[src/rtl/can_pkg.sv]
// +-----------------------------------------------------------------+
// | can_pkg : widths and depths shared across the CAN receive path   |
// | rev 1.0                                                          |
// +-----------------------------------------------------------------+
`default_nettype none

package can_pkg;

   localparam int CAN_DATA_W        = 32;
   localparam int CAN_RX_FIFO_DEPTH = 8;

   // Pointer width carries one extra wrap bit so full and empty are distinguishable.
   function automatic int ptr_w(input int depth);
      return $clog2(depth) + 1;
   endfunction

   localparam int CAN_RX_FIFO_PTR_W = ptr_w(CAN_RX_FIFO_DEPTH);

endpackage

`default_nettype wire

[src/rtl/can_fifo_ram.sv]
// +-----------------------------------------------------------------+
// | can_fifo_ram : DEPTH x WIDTH store, sync write, async read       |
// | rev 1.0                                                          |
// +-----------------------------------------------------------------+
`default_nettype none

module can_fifo_ram
   import can_pkg::*;
#(
   parameter int DEPTH = CAN_RX_FIFO_DEPTH,
   parameter int WIDTH = CAN_DATA_W
) (
   input  logic                     clk,
   input  logic                     we,
   input  logic [$clog2(DEPTH)-1:0] waddr,
   input  logic [WIDTH-1:0]         wdata,
   input  logic [$clog2(DEPTH)-1:0] raddr,
   output logic [WIDTH-1:0]         rdata
);

   logic [WIDTH-1:0] mem_q [DEPTH];

   always_ff @(posedge clk) begin
      if (we) begin
         mem_q[waddr] <= wdata;
      end
   end

   assign rdata = mem_q[raddr];

endmodule

`default_nettype wire

[src/rtl/can_rx_fifo.sv]
// +-----------------------------------------------------------------+
// | can_rx_fifo : FWFT receive buffer behind the CAN frame register  |
// | rev 1.0                                                          |
// +-----------------------------------------------------------------+
`default_nettype none

module can_rx_fifo
   import can_pkg::*;
#(
   parameter int DEPTH = CAN_RX_FIFO_DEPTH,
   parameter int WIDTH = CAN_DATA_W
) (
   input  logic                    clk,
   input  logic                    n_rst,
   input  logic                    write_fifo,
   input  logic [WIDTH-1:0]        send_data,
   input  logic                    read_en,
   output logic [WIDTH-1:0]        rdata,
   output logic                    empty,
   output logic                    full,
   output logic [ptr_w(DEPTH)-1:0] count,
   output logic                    overflow,
   output logic                    underflow,
   input  logic                    clear_flags
);

   localparam int AW = $clog2(DEPTH);
   localparam int PW = ptr_w(DEPTH);

   logic [PW-1:0] wptr_q, wptr_d;
   logic [PW-1:0] rptr_q, rptr_d;
   logic          wr_pend_q, wr_pend_d;
   logic          overflow_q, overflow_d;
   logic          pop, capture, drop;

   assign empty     = (wptr_q == rptr_q);
   assign full      = (wptr_q[AW-1:0] == rptr_q[AW-1:0]) && (wptr_q[AW] != rptr_q[AW]);
   assign count     = wptr_q - rptr_q;
   assign underflow = read_en & empty;
   assign overflow  = overflow_q;

   // The frame register's data lags its strobe by one cycle, so captures
   // are keyed off the delayed strobe rather than write_fifo itself.
   always_comb begin
      wr_pend_d  = write_fifo;
      wptr_d     = wptr_q;
      rptr_d     = rptr_q;
      overflow_d = overflow_q;
      pop        = read_en & ~empty;
      capture    = wr_pend_q & (~full | pop);
      drop       = wr_pend_q & full & ~pop;

      if (capture) begin
         wptr_d = wptr_q + PW'(1);
      end
      if (pop) begin
         rptr_d = rptr_q + PW'(1);
      end
      if (drop) begin
         overflow_d = 1'b1;
      end else if (clear_flags) begin
         overflow_d = 1'b0;
      end
   end

   always_ff @(posedge clk or negedge n_rst) begin
      if (!n_rst) begin
         wptr_q     <= '0;
         rptr_q     <= '0;
         wr_pend_q  <= 1'b0;
         overflow_q <= 1'b0;
      end else begin
         wptr_q     <= wptr_d;
         rptr_q     <= rptr_d;
         wr_pend_q  <= wr_pend_d;
         overflow_q <= overflow_d;
      end
   end

   can_fifo_ram #(
      .DEPTH (DEPTH),
      .WIDTH (WIDTH)
   ) u_ram (
      .clk   (clk),
      .we    (capture),
      .waddr (wptr_q[AW-1:0]),
      .wdata (send_data),
      .raddr (rptr_q[AW-1:0]),
      .rdata (rdata)
   );

endmodule

`default_nettype wire

[config.mk]
export PLATFORM = sky130hd
export DESIGN_NAME = can_rx_fifo
export DESIGN_NICKNAME = d
export VERILOG_FILES = /design/src/rtl/can_pkg.sv /design/src/rtl/can_fifo_ram.sv /design/src/rtl/can_rx_fifo.sv
export SDC_FILE = /design/constraint.sdc
export NUM_CORES = 1
export LEC_CHECK = 0
export CAP_MARGIN = 5
export CORE_UTILIZATION = 45
export CTS_CLUSTER_DIAMETER = 40
export DETAILED_ROUTE_END_ITERATION = 7
export PLACE_DENSITY = 0.68
export SLEW_MARGIN = 30
export SYNTH_ARGS = -nofsm -noshare
export SYNTH_HDL_FRONTEND = slang
export SYNTH_SLANG_ARGS = --single-unit
[constraint.sdc]
create_clock -name clk -period 3.95 [get_ports clk]
set_input_delay 0.79 -clock clk [delete_from_list [all_inputs] [get_ports clk]]
set_output_delay 0.79 -clock clk [all_outputs]
set_load 0.02 [all_outputs]
==> results of run 1 <==
flip-flops by register name, indices dropped and copies added, names as in the netlist:
name,flops
rptr_q,4
wptr_q,4
overflow,1
wr_pend_q,1
u_ram.mem_q,256
kinds of logic after synthesis:
logic type / synth area share, %
flops: 77.5
simple gates: 4.69
mux: 14.3
buf+inv: 1.54
xor+xnor: 0.843
fa+ha+maj: 0.806
compound gates: 0.342
power breakdown:
group	total (mW)	internal, mW	switching [mW]
logic	3.57	1.69	1.88
clock network	2.92	1.85	1.07
registers	3.78	3.57	0.216
metrics by stage:
stage               hold WS, ns  area (µm²)  instances
floorplan                 0.492       10300        501
global placement          0.508       11500        849
detailed placement        0.509       11500        851
CTS                       0.518       12600        907
global route              0.527       12600        907
finish                    0.516       12600        907
cell type report:
class | count | area [µm²]
inverters | 10 | 37.5
clock inverters | 19 | 264
fillers | 1633 | 9480
clock buffers | 37 | 808
repair buffers | 91 | 988
multi-input cells | 204 | 2220
well taps | 280 | 350
flip-flops and latches | 266 | 7940
final timing paths:
kind                                                to  slack (ns)  depth (start not counted)                  start
max                                          rdata[17]        0.26                          5  rptr_q[0]$_DFFE_PN0P_
min                              wptr_q[3]$_DFFE_PN0P_        0.52                          1  wptr_q[3]$_DFFE_PN0P_
max reg2reg                u_ram.mem_q[1][7]$_DFFE_PP_        0.94                          6  rptr_q[0]$_DFFE_PN0P_
min reg2reg                      wptr_q[3]$_DFFE_PN0P_        0.52                          1  wptr_q[3]$_DFFE_PN0P_
max in group asynchronous        rptr_q[0]$_DFFE_PN0P_        2.97                          1                  n_rst
min in group asynchronous        wptr_q[2]$_DFFE_PN0P_        0.59                          1                  n_rst
cell usage in the layout (no fill, tap or decap), types with 2 or more instances in the layout:
master	netlist	layout
clkinv_1	0	3
edfxtp_1	256	256
clkbuf_1	5	5
inv_1	10	10
dfrtp_1	10	8
clkinvlp_4	0	2
clkinv_2	0	4
clkbuf_16	0	31
buf_4	1	7
nand3_1	4	4
ha_1	5	5
buf_12	0	6
xnor2_1	7	7
bufinv_16	0	6
clkinv_4	0	2
nand2_1	100	100
buf_16	0	2
nor2_4	0	6
nor3_4	0	2
mux4_2	64	64
clkdlybuf4s50_1	0	76
metal layers:
layer  vias to the layer above  part of all wire (%)  track usage, %
li1                       2201                     -               -
met1                      2579                    44            22.8
met2                       123                    50            28.3
met3                        19                   4.3            3.12
met4                         0                   1.5            4.62
met5                         -                     0               0
synthesized netlist by cell type, types with 2 or more instances:
cell type	number
xnor2_1	7
dfrtp_1	10
nand2_1	100
edfxtp_1	256
ha_1	5
inv_1	10
nor2_1	7
nor3_1	2
nand3_1	4
buf_1	5
buf_2	6
mux4_2	64
clkbuf_1	5
buf_6	4
==> results.md, run 1 <==
* Clock H-tree levels at 1
* Worst Path Max Fanout at 27
* Starting density of the core at 46.4%
* Mapped Nets at 544
* Worst skew pair latency at 0.53 ns
* Distinct cells, synth at 30
* Post-route antenna net violation count at 0
* CTS buffer count at 30
* MaxCap Viol Count at 0
* Final setup margin at 0.258 ns
* Fin. Hold Viols at 0
* Share of layout cells above drive strength 1 at 22.8%
* Total core area at 22,100 µm²
* CTS Root Cell: clkbuf_16
* Die W at 153 µm
* Vias per cell at 5.43
* GRT Resource Usage Total at 16.9%
* Setup tns final at 0 ns
* Final setup fails at 0
* FFs w/ async S/R, synth at 3.76%
* Minimum clock period at 3.69 ns
* Clock tree sinks at 266
* Initial DRC Count at 320
* Die ar. at 23,400 µm²
* WL final at 19,100 µm
* Nets at 646
* Clk buf depth at 3
* Worst-Margin Slew at 0.842 ns
* Drc violations at 0
* WP buf/inv at 2
* Final RePlAce weighted congestion at 0.788
* Die H at 153 µm
* Syn Std Cell Area at 10,200 µm²
* Max Slew Vio Count at 0
* IO Pins at 77
* Rows at 54
* Ys flop type: edfxtp_1
* Hold-fix buffer count after cts at 0
* IO buf count at 76
* Yosys Warn Count at 0
* Post-CTS setup buffer count at 0
* Router iterations before antenna repair at 4
* Final Cycle Share at 93.5%
* Core Util, Final at 57.1%
* Run status: finished, final reports clean
* First-pass GRT wire length at 30,000 µm
* CTS clock-pin slew for the worst setup and hold paths at 0.06 ns
* Dpl hpwl at 11,000 µm
* Top cell by count, worst path: nand2_1
* RSZ-0062 raised after global routing: no
* Synth area leader: edfxtp_1
* P&R area growth vs syn at 23.1%
* Drt wl/cell at 21.1 µm
* Remaining global-route overflow at 0
* Final total power at 10.3 mW
* Synth Register Bits at 266
* CP max stage delay at 0.79 ns
* Req. time, crit path at 3.16 ns
* Worst slew margin at 43.8%
* Synth top area cells: edfxtp_1 75%, mux4_2 14%, nand2_1 3.7%
* Skew final at 0.0127 ns
* Highest clock rate at 271 MHz
* Pre-CTS setup slack at 0.757 ns
* Pwr per Cell Area at 815 nW/µm²
* Total number of vias at 4,922
* Mapped Cells at 501
* TritonCTS clock tree: yes
* Crit. End Element: output port
* Cell Chain, Critical Path: buf_12, mux4_2, nand2_1, nand2_1, clkdlybuf4s50_1
* Pin count of the biggest net entering global routing at 43
* Sequential fraction of the synthesis area at 77.5%
* Number of global-route vias before repair at 5,350
* Kind of critical path: register to output port
* # resized after CTS at 0
* CP startpoint kind: register
* Critical path arrival at 2.90 ns
* N_diodes at 0
* Crit path max-delay family: buffers and inverters
* Post-synth EDFFs at 256
* Slowest CP cell: dfrtp_4
* Worst vdd ir at 0.000838 V
* Static leakage at 4.26 nW
* Avg Cell Area, Syn at 20.5 µm²
* Share of the synthesized area in the top cell type at 75.0%
* Antenna violations before repair at 0
* Worst hold path class: register to register
(Power assumes the default switching activity.)
==> inputs of run 2 (changes only) <==
==> constraint.sdc (replaced) <==
create_clock -name clk -period 3.95 [get_ports clk]
set_input_delay 0.395 -clock clk [delete_from_list [all_inputs] [get_ports clk]]
set_output_delay 0.395 -clock clk [all_outputs]
set_load 0.02 [all_outputs]
==> run 2 against run 1 <==
  * Non-clock buffer count decreased by 1
  * Largest cell class unchanged
  * Cell count decreased by 0.33%
  * Sequential share of layout area increased by 0.37 points
  * Critical path depth unchanged
  * Global-route usage increased by 0.21 points
  * Clock skew decreased by 0.0015 ns
  * First-iteration DRC count decreased by 13%
==> results.md, run 2 (synthesized netlist as in run 1, its figures left out) <==
* Internal Pwr Total at 7.05 mW (was 7.11 mW)
* Top cell by count, worst path: nand2_1 (unchanged)
* Pwr per Cell Area at 817 nW/µm² (was 815 nW/µm²)
* Clock H-tree levels at 1 (unchanged)
* Max Slew Vio Count at 0 (unchanged)
* Largest regs: u_ram.mem_q (256), rptr_q (4), wptr_q (4) (unchanged)
* Final setup fails at 0 (unchanged)
* Pin count of the biggest net entering global routing at 69 (was 43)
* Hold-fix buffer count after cts at 0 (unchanged)
* CTS Root Cell: clkbuf_16 (unchanged)
* Max reg flops at 256 (unchanged)
* Remaining global-route overflow at 0 (unchanged)
* Net switching power at 3.19 mW (was 3.17 mW)
* Core Util, Final at 56.7% (was 57.1%)
* Minimum clock period at 3.36 ns (was 3.69 ns)
* Vias per cell at 5.52 (was 5.43)
* Worst slew margin at 43.3% (was 43.8%)
* CP startpoint kind: register (unchanged)
* Filler cells at 1,590 (was 1,633)
* Worst hold path class: primary input to asynchronous set/reset pin (was register to register)
* Router iterations before antenna repair at 5 (was 4)
* Dpl hpwl at 10,700 µm (was 11,000 µm)
* Drt wl/cell at 21.5 µm (was 21.1 µm)
* Share of layout cells above drive strength 1 at 23.1% (was 22.8%)
* Skew final at 0.0111 ns (was 0.0127 ns)
* Final Cycle Share at 85.1% (was 93.5%)
* Most frequent cells in the layout: 256 x edfxtp_1, 100 x nand2_1, 76 x clkdlybuf4s50_1 (unchanged)
* Combinational Power Share at 34.6% (was 34.7%)
* Rows at 54 (unchanged)
* CTS buffer count at 30 (unchanged)
* Starting density of the core at 46.4% (unchanged)
* WL final at 19,500 µm (was 19,100 µm)
* Worst skew pair latency at 0.54 ns (was 0.53 ns)
* Crit. End Element: output port (unchanged)
* Commonest non-fill, non-tap cell in the layout: edfxtp_1 (unchanged)
* N_diodes at 0 (unchanged)
* P&R area growth vs syn at 22.3% (was 23.1%)
* Die W at 153 µm (unchanged)
* First-pass GRT wire length at 30,300 µm (was 30,000 µm)
* CP max stage delay at 0.73 ns (was 0.79 ns)
* Final RePlAce weighted congestion at 0.771 (was 0.788)
* Worst vdd ir at 0.000805 V (was 0.000838 V)
* Clock tree sinks at 266 (unchanged)
* IO buf count at 76 (unchanged)
* Total number of vias at 4,992 (was 4,922)
* Worst Path Max Fanout at 24 (was 27)
* Initial DRC Count at 278 (was 320)
* TritonCTS clock tree: yes (unchanged)
* Clock power share at 28.5% (was 28.4%)
* Slowest CP cell: dfrtp_4 (unchanged)
* RSZ-0062 raised after global routing: no (unchanged)
* Number of global-route vias before repair at 5,435 (was 5,350)
* Drc violations at 0 (unchanged)
* MaxCap Viol Count at 0 (unchanged)
* Sw Ratio at 31.1% (was 30.8%)
* Critical path arrival at 2.97 ns (was 2.90 ns)
* Static leakage at 4.23 nW (was 4.26 nW)
* # resized after CTS at 0 (unchanged)
* Cell Chain, Critical Path: buf_4, mux4_2, nand2_1, nand2_1, clkdlybuf4s50_1 (was buf_12, mux4_2, nand2_1, nand2_1, clkdlybuf4s50_1)
* Highest clock rate at 298 MHz (was 271 MHz)
* IO Pins at 77 (unchanged)
* Nets at 645 (was 646)
* Final total power at 10.2 mW (was 10.3 mW)
* Antenna violations before repair at 0 (unchanged)
* Post-CTS setup buffer count at 0 (unchanged)
* Run status: finished, final reports clean (unchanged)
* Kind of critical path: register to output port (unchanged)
* Die ar. at 23,400 µm² (unchanged)
* Total core area at 22,100 µm² (unchanged)
* Fin. Hold Viols at 0 (unchanged)
* Worst-Margin Slew at 0.849 ns (was 0.842 ns)
* Req. time, crit path at 3.56 ns (was 3.16 ns)
* CTS clock-pin slew for the worst setup and hold paths at 0.06 ns (about the same)
* Sequential power share at 36.9% (was 36.8%)
* GRT Resource Usage Total at 17.1% (was 16.9%)
* Setup tns final at 0 ns (unchanged)
* Post-route antenna net violation count at 0 (unchanged)
* Die H at 153 µm (unchanged)
* Clk buf depth at 3 (unchanged)
* Largest register by flop count: u_ram.mem_q (unchanged)
run 2: worst paths after layout:
kind | from | to | slack (ns) | depth (start not counted)
worst max register to register | rptr_q[0]$_DFFE_PN0P_ | u_ram.mem_q[1][13]$_DFFE_PP_ | 1.03 | 6
worst min register to register | wptr_q[3]$_DFFE_PN0P_ | wptr_q[3]$_DFFE_PN0P_ | 0.52 | 1
min in group clk | write_fifo | wr_pend_q$_DFF_PN0_ | 0.30 | 1
worst min-delay path | n_rst | rptr_q[2]$_DFFE_PN0P_ | 0.18 | 1
max in group asynchronous | n_rst | rptr_q[0]$_DFFE_PN0P_ | 3.41 | 1
worst max-delay path | rptr_q[0]$_DFFE_PN0P_ | rdata[26] | 0.59 | 5
run 2: worst max-delay path, delay by kind of cell, from the launching register on:
family,cells,cell delay (ns)
DFF,1,0.73
buffers and inverters,2,0.96
muxes,1,0.55
and+or+nand+nor,2,0.18
run 2: power by group through the flow:
stage	sequential, mW	clock, mW	combinational, mW
2_1_floorplan	3.73	0	2.30
3_3_place_gp	3.81	0	3.57
3_5_place_dp	3.84	0	3.60
4_1_cts	3.78	2.98	3.62
5_1_grt	3.81	3.09	3.81
6_report	3.77	2.92	3.54
run 2: per-stage QoR:
step / setup slack, ns / hold WS [ns] / instance area (µm²) / instances
final: 0.589 / 0.178 / 12500 / 904
after global routing: 0.411 / 0.208 / 12500 / 904
after CTS: 0.500 / 0.184 / 12500 / 904
after detailed placement: 0.989 / 0.510 / 11500 / 850
after global placement: 1.11 / 0.507 / 11500 / 850
after floorplan: 0.448 / 0.0994 / 10300 / 501
run 2: final cells by class:
| type | count | area [µm²] | share of cell area (%) |
|---|---|---|---|
| clock buffers | 32 | 779 | 6.22 |
| clock inverters | 22 | 288 | 2.30 |
| inverters | 10 | 37.5 | 0.299 |
| multi-input cells | 204 | 2220 | 17.7 |
| flip-flops and latches | 266 | 7940 | 63.4 |
| well taps | 280 | 350 | 2.79 |
| repair buffers | 90 | 920 | 7.34 |
run 2: metal layers:
layer | share of wire, % | global-route usage [%] | up-vias
met5 | 0 | 0 | -
met4 | 1.9 | 5.15 | 0
met3 | 5.4 | 3.01 | 38
met2 | 51 | 29.4 | 160
met1 | 42 | 22.3 | 2602
li1 | - | - | 2192
==> inputs of run 3 (changes only) <==
--- a/config.mk
+++ b/config.mk
@@ -9,8 +9,10 @@
 export CORE_UTILIZATION = 45
 export CTS_CLUSTER_DIAMETER = 40
 export DETAILED_ROUTE_END_ITERATION = 7
+export HOLD_SLACK_MARGIN = 0.15
 export PLACE_DENSITY = 0.68
 export SLEW_MARGIN = 30
 export SYNTH_ARGS = -nofsm -noshare
 export SYNTH_HDL_FRONTEND = slang
+export SYNTH_HIERARCHICAL = 1
 export SYNTH_SLANG_ARGS = --single-unit
==> run 3 against run 2 <==
  * Global-route usage fell by 0.12 points
  * Routed wire length fell by 1.5%
  * Utilization fell by 0.97 points
  * Combinational power fell by 3%
  * Clock skew fell by 0.0014 ns
  * Die area rose by 1.4%
  * Synthesized cell count fell by 13%
  * Critical path type unchanged
  * Critical endpoint is now rdata[5]
  * First-iteration DRC count rose by 13%
==> results.md, run 3 <==
* Skew final at 0.00972 ns (was 0.0111 ns)
* GRT Resource Usage Total at 17.0% (was 17.1%)
* Total core area at 22,600 µm² (was 22,100 µm²)
* Final Cycle Share at 89.8% (was 85.1%)
* Router iterations before antenna repair at 4 (was 5)
* Post-CTS setup buffer count at 0 (unchanged)
* Synth Register Bits at 266 (unchanged)
* Kind of critical path: register to output port (unchanged)
* Placed cells at 791 (was 850)
* Clock tree sinks at 266 (unchanged)
* Mapped Nets at 478 (was 544)
* Drc violations at 0 (unchanged)
* Worst-Margin Slew at 0.932 ns (was 0.849 ns)
* Minimum clock period at 3.55 ns (was 3.36 ns)
* Final non-filler cell total at 847 (was 904)
* Largest register by flop count: u_ram/mem_q (was u_ram.mem_q)
* Final setup margin at 0.401 ns (was 0.589 ns)
* Commonest cells in the netlist: 256 x edfxtp_1, 40 x mux4_1, 32 x mux2_2, 24 x mux4_2 (was 256 x edfxtp_1, 100 x nand2_1, 64 x mux4_2, 10 x dfrtp_1, 10 x inv_1)
* IO Pins at 77 (unchanged)
* Share of layout cells above drive strength 1 at 23.5% (was 23.1%)
* Final Cell Area at 12,600 µm² (was 12,500 µm²)
* Pin count of the biggest net entering global routing at 67 (was 69)
* Final total power at 10.1 mW (was 10.2 mW)
* Total number of vias at 4,676 (was 4,992)
* IO buf count at 76 (unchanged)
* Rows at 55 (was 54)
* R2R depth at 6 (unchanged)
* Clock H-tree levels at 1 (unchanged)
* P&R area growth vs syn at 21.5% (was 22.3%)
* First-pass GRT wire length at 29,800 µm (was 30,300 µm)
* WL final at 19,200 µm (was 19,500 µm)
* Sw Ratio at 29.7% (was 31.1%)
* Static leakage at 4.22 nW (was 4.23 nW)
* CP startpoint kind: register (unchanged)
* Setup tns final at 0 ns (unchanged)
* N_diodes at 0 (unchanged)
* Max reg flops at 256 (unchanged)
* Nets at 582 (was 645)
* Combinational Power Share at 34.1% (was 34.6%)
* MaxCap Viol Count at 0 (unchanged)
* Worst vdd ir at 0.000558 V (was 0.000805 V)
* Most frequent cells in the layout: 256 x edfxtp_1, 76 x clkdlybuf4s50_1, 40 x mux4_1 (was 256 x edfxtp_1, 100 x nand2_1, 76 x clkdlybuf4s50_1)
* Avg Cell Area, Syn at 23.9 µm² (was 20.5 µm²)
* Share of the synthesized area in the top cell type at 74.0% (was 75.0%)
* Post-Place Cell Area at 11,600 µm² (was 11,500 µm²)
* Filler cells at 1,640 (was 1,590)
* CTS clock-pin slew for the worst setup and hold paths at 0.06 ns (about the same)
* Internal Pwr Total at 7.07 mW (was 7.05 mW)
* TritonCTS clock tree: yes (unchanged)
* Antenna violations before repair at 1 (was 0)
* Req. time, crit path at 3.56 ns (about the same)
* Clock power share at 28.6% (was 28.5%)
* Largest regs: u_ram/mem_q (256), rptr_q (4), wptr_q (4) (was u_ram.mem_q (256), rptr_q (4), wptr_q (4))
* # resized after CTS at 0 (unchanged)
* RSZ-0062 raised after global routing: no (unchanged)
* Clk buf depth at 3 (unchanged)
* Highest clock rate at 282 MHz (was 298 MHz)
* CTS buffer count at 31 (was 30)
* Worst slew margin at 37.8% (was 43.3%)
* Mapped Cells at 435 (was 501)
* Ys flop type: edfxtp_1 (unchanged)
* Worst skew pair latency at 0.55 ns (was 0.54 ns)
* Synth top area cells: edfxtp_1 74%, mux4_1 10%, mux4_2 5.2% (was edfxtp_1 75%, mux4_2 14%, nand2_1 3.7%)
* Net switching power at 2.99 mW (was 3.19 mW)
* Die ar. at 23,700 µm² (was 23,400 µm²)
* Dpl hpwl at 10,300 µm (was 10,700 µm)
* Sequential power share at 37.3% (was 36.9%)
* Die W at 154 µm (was 153 µm)
* Critical path arrival at 3.15 ns (was 2.97 ns)
* Worst Path Max Fanout at 27 (was 24)
* Remaining global-route overflow at 0 (unchanged)
* Distinct cells, synth at 26 (was 30)
* Commonest non-fill, non-tap cell in the layout: edfxtp_1 (unchanged)
* FFs w/ async S/R, synth at 3.76% (unchanged)
* Worst hold path class: primary input to asynchronous set/reset pin (unchanged)
* Pre-CTS setup slack at 0.947 ns (was 0.989 ns)
* Drt wl/cell at 22.6 µm (was 21.5 µm)
* Post-route antenna net violation count at 0 (unchanged)
* Initial DRC Count at 313 (was 278)
* Synth area leader: edfxtp_1 (unchanged)
* Final RePlAce weighted congestion at 0.751 (was 0.771)
* Pwr per Cell Area at 797 nW/µm² (was 817 nW/µm²)
* Top-count cell post-synth: edfxtp_1 (unchanged)
* CTS Root Cell: clkbuf_16 (unchanged)
* Crit. End Element: output port (unchanged)
* Run status: finished, final reports clean (unchanged)
* Syn Std Cell Area at 10,400 µm² (was 10,200 µm²)
* Sequential fraction of the synthesis area at 76.4% (was 77.5%)
* Final setup fails at 0 (unchanged)
* Starting density of the core at 45.9% (was 46.4%)
* Vias per cell at 5.52 (about the same)
* Max Slew Vio Count at 0 (unchanged)
* Hold-fix buffer count after cts at 0 (unchanged)
* Post-synth EDFFs at 256 (unchanged)
* Yosys Warn Count at 6 (was 0)
* Die H at 154 µm (was 153 µm)
* Fin. Hold Viols at 0 (unchanged)
* Number of global-route vias before repair at 5,048 (was 5,435)
==> run 3: kinds of logic (layout without fill, tap and decap cells) <==
| kind of cell | Yosys count | after routing | share of synthesized area, % |
|---|---|---|---|
| DFF | 266 | 266 | 76.4 |
| AOI/OAI and AO/OA | 5 | 5 | 0.361 |
| muxes | 97 | 97 | 18.9 |
| buffers and inverters | 28 | 155 | 1.59 |
| and+or+nand+nor | 24 | 24 | 1.19 |
| adders and majority gates | 6 | 6 | 0.795 |
| xor gates and xnor gates | 9 | 9 | 0.759 |
==> run 3: path summary, 6_finish.rpt <==
check | slack (ns) | end | start
setup / recovery | 0.40 | rdata[5] | rptr_q[0]$_DFFE_PN0P_
hold / removal | 0.18 | wr_pend_q$_DFF_PN0_ | n_rst
setup reg to reg | 1.08 | u_ram/mem_q[1][10]$_DFFE_PP_ | rptr_q[0]$_DFFE_PN0P_
hold reg to reg | 0.50 | wptr_q[3]$_DFFE_PN0P_ | wptr_q[3]$_DFFE_PN0P_
max in group asynchronous | 3.40 | rptr_q[0]$_DFFE_PN0P_ | n_rst
min in group clk | 0.28 | wr_pend_q$_DFF_PN0_ | write_fifo
==> run 3: worst max-delay path, cell delays in order, from the launching register on <==
cell and delay [ns]:
dfrtp_4 0.75, buf_4 0.36, mux4_1 0.59, mux2_2 0.32
clkdlybuf4s50_1 0.55
==> run 3: layout make-up <==
class,count,area [µm²],area share [%]
Inverter,10,37.5,0.297
Multi-Input combinational cell,141,2340,18.5
Timing Repair Buffer,89,896,7.09
Tap cell,285,357,2.82
Clock inverter,18,240,1.90
Sequential cell,266,7940,62.9
Clock buffer,38,812,6.43
==> run 3: power groups by stage <==
stage / logic (mW) / registers (mW) / clock network, mW
floorplan: 2.25 / 3.73 / 0
global placement: 3.46 / 3.79 / 0
detailed placement: 3.49 / 3.82 / 0
CTS: 3.51 / 3.77 / 2.94
global route: 3.65 / 3.80 / 3.05
finish: 3.43 / 3.76 / 2.88
==> run 3: metal layers <==
metal	share of wire (%)	global-route usage, %
met1	41	22.2
met2	51	29.0
met3	5.8	3.24
met4	2.3	4.95
met5	0.068	0
==> run 3: metrics by stage <==
step,hold WS (ns),utilization [%]
floorplan,0.0994,-
global placement,0.481,51.1
detailed placement,0.486,51.1
CTS,0.167,55.8
global route,0.202,55.8
finish,0.178,55.8
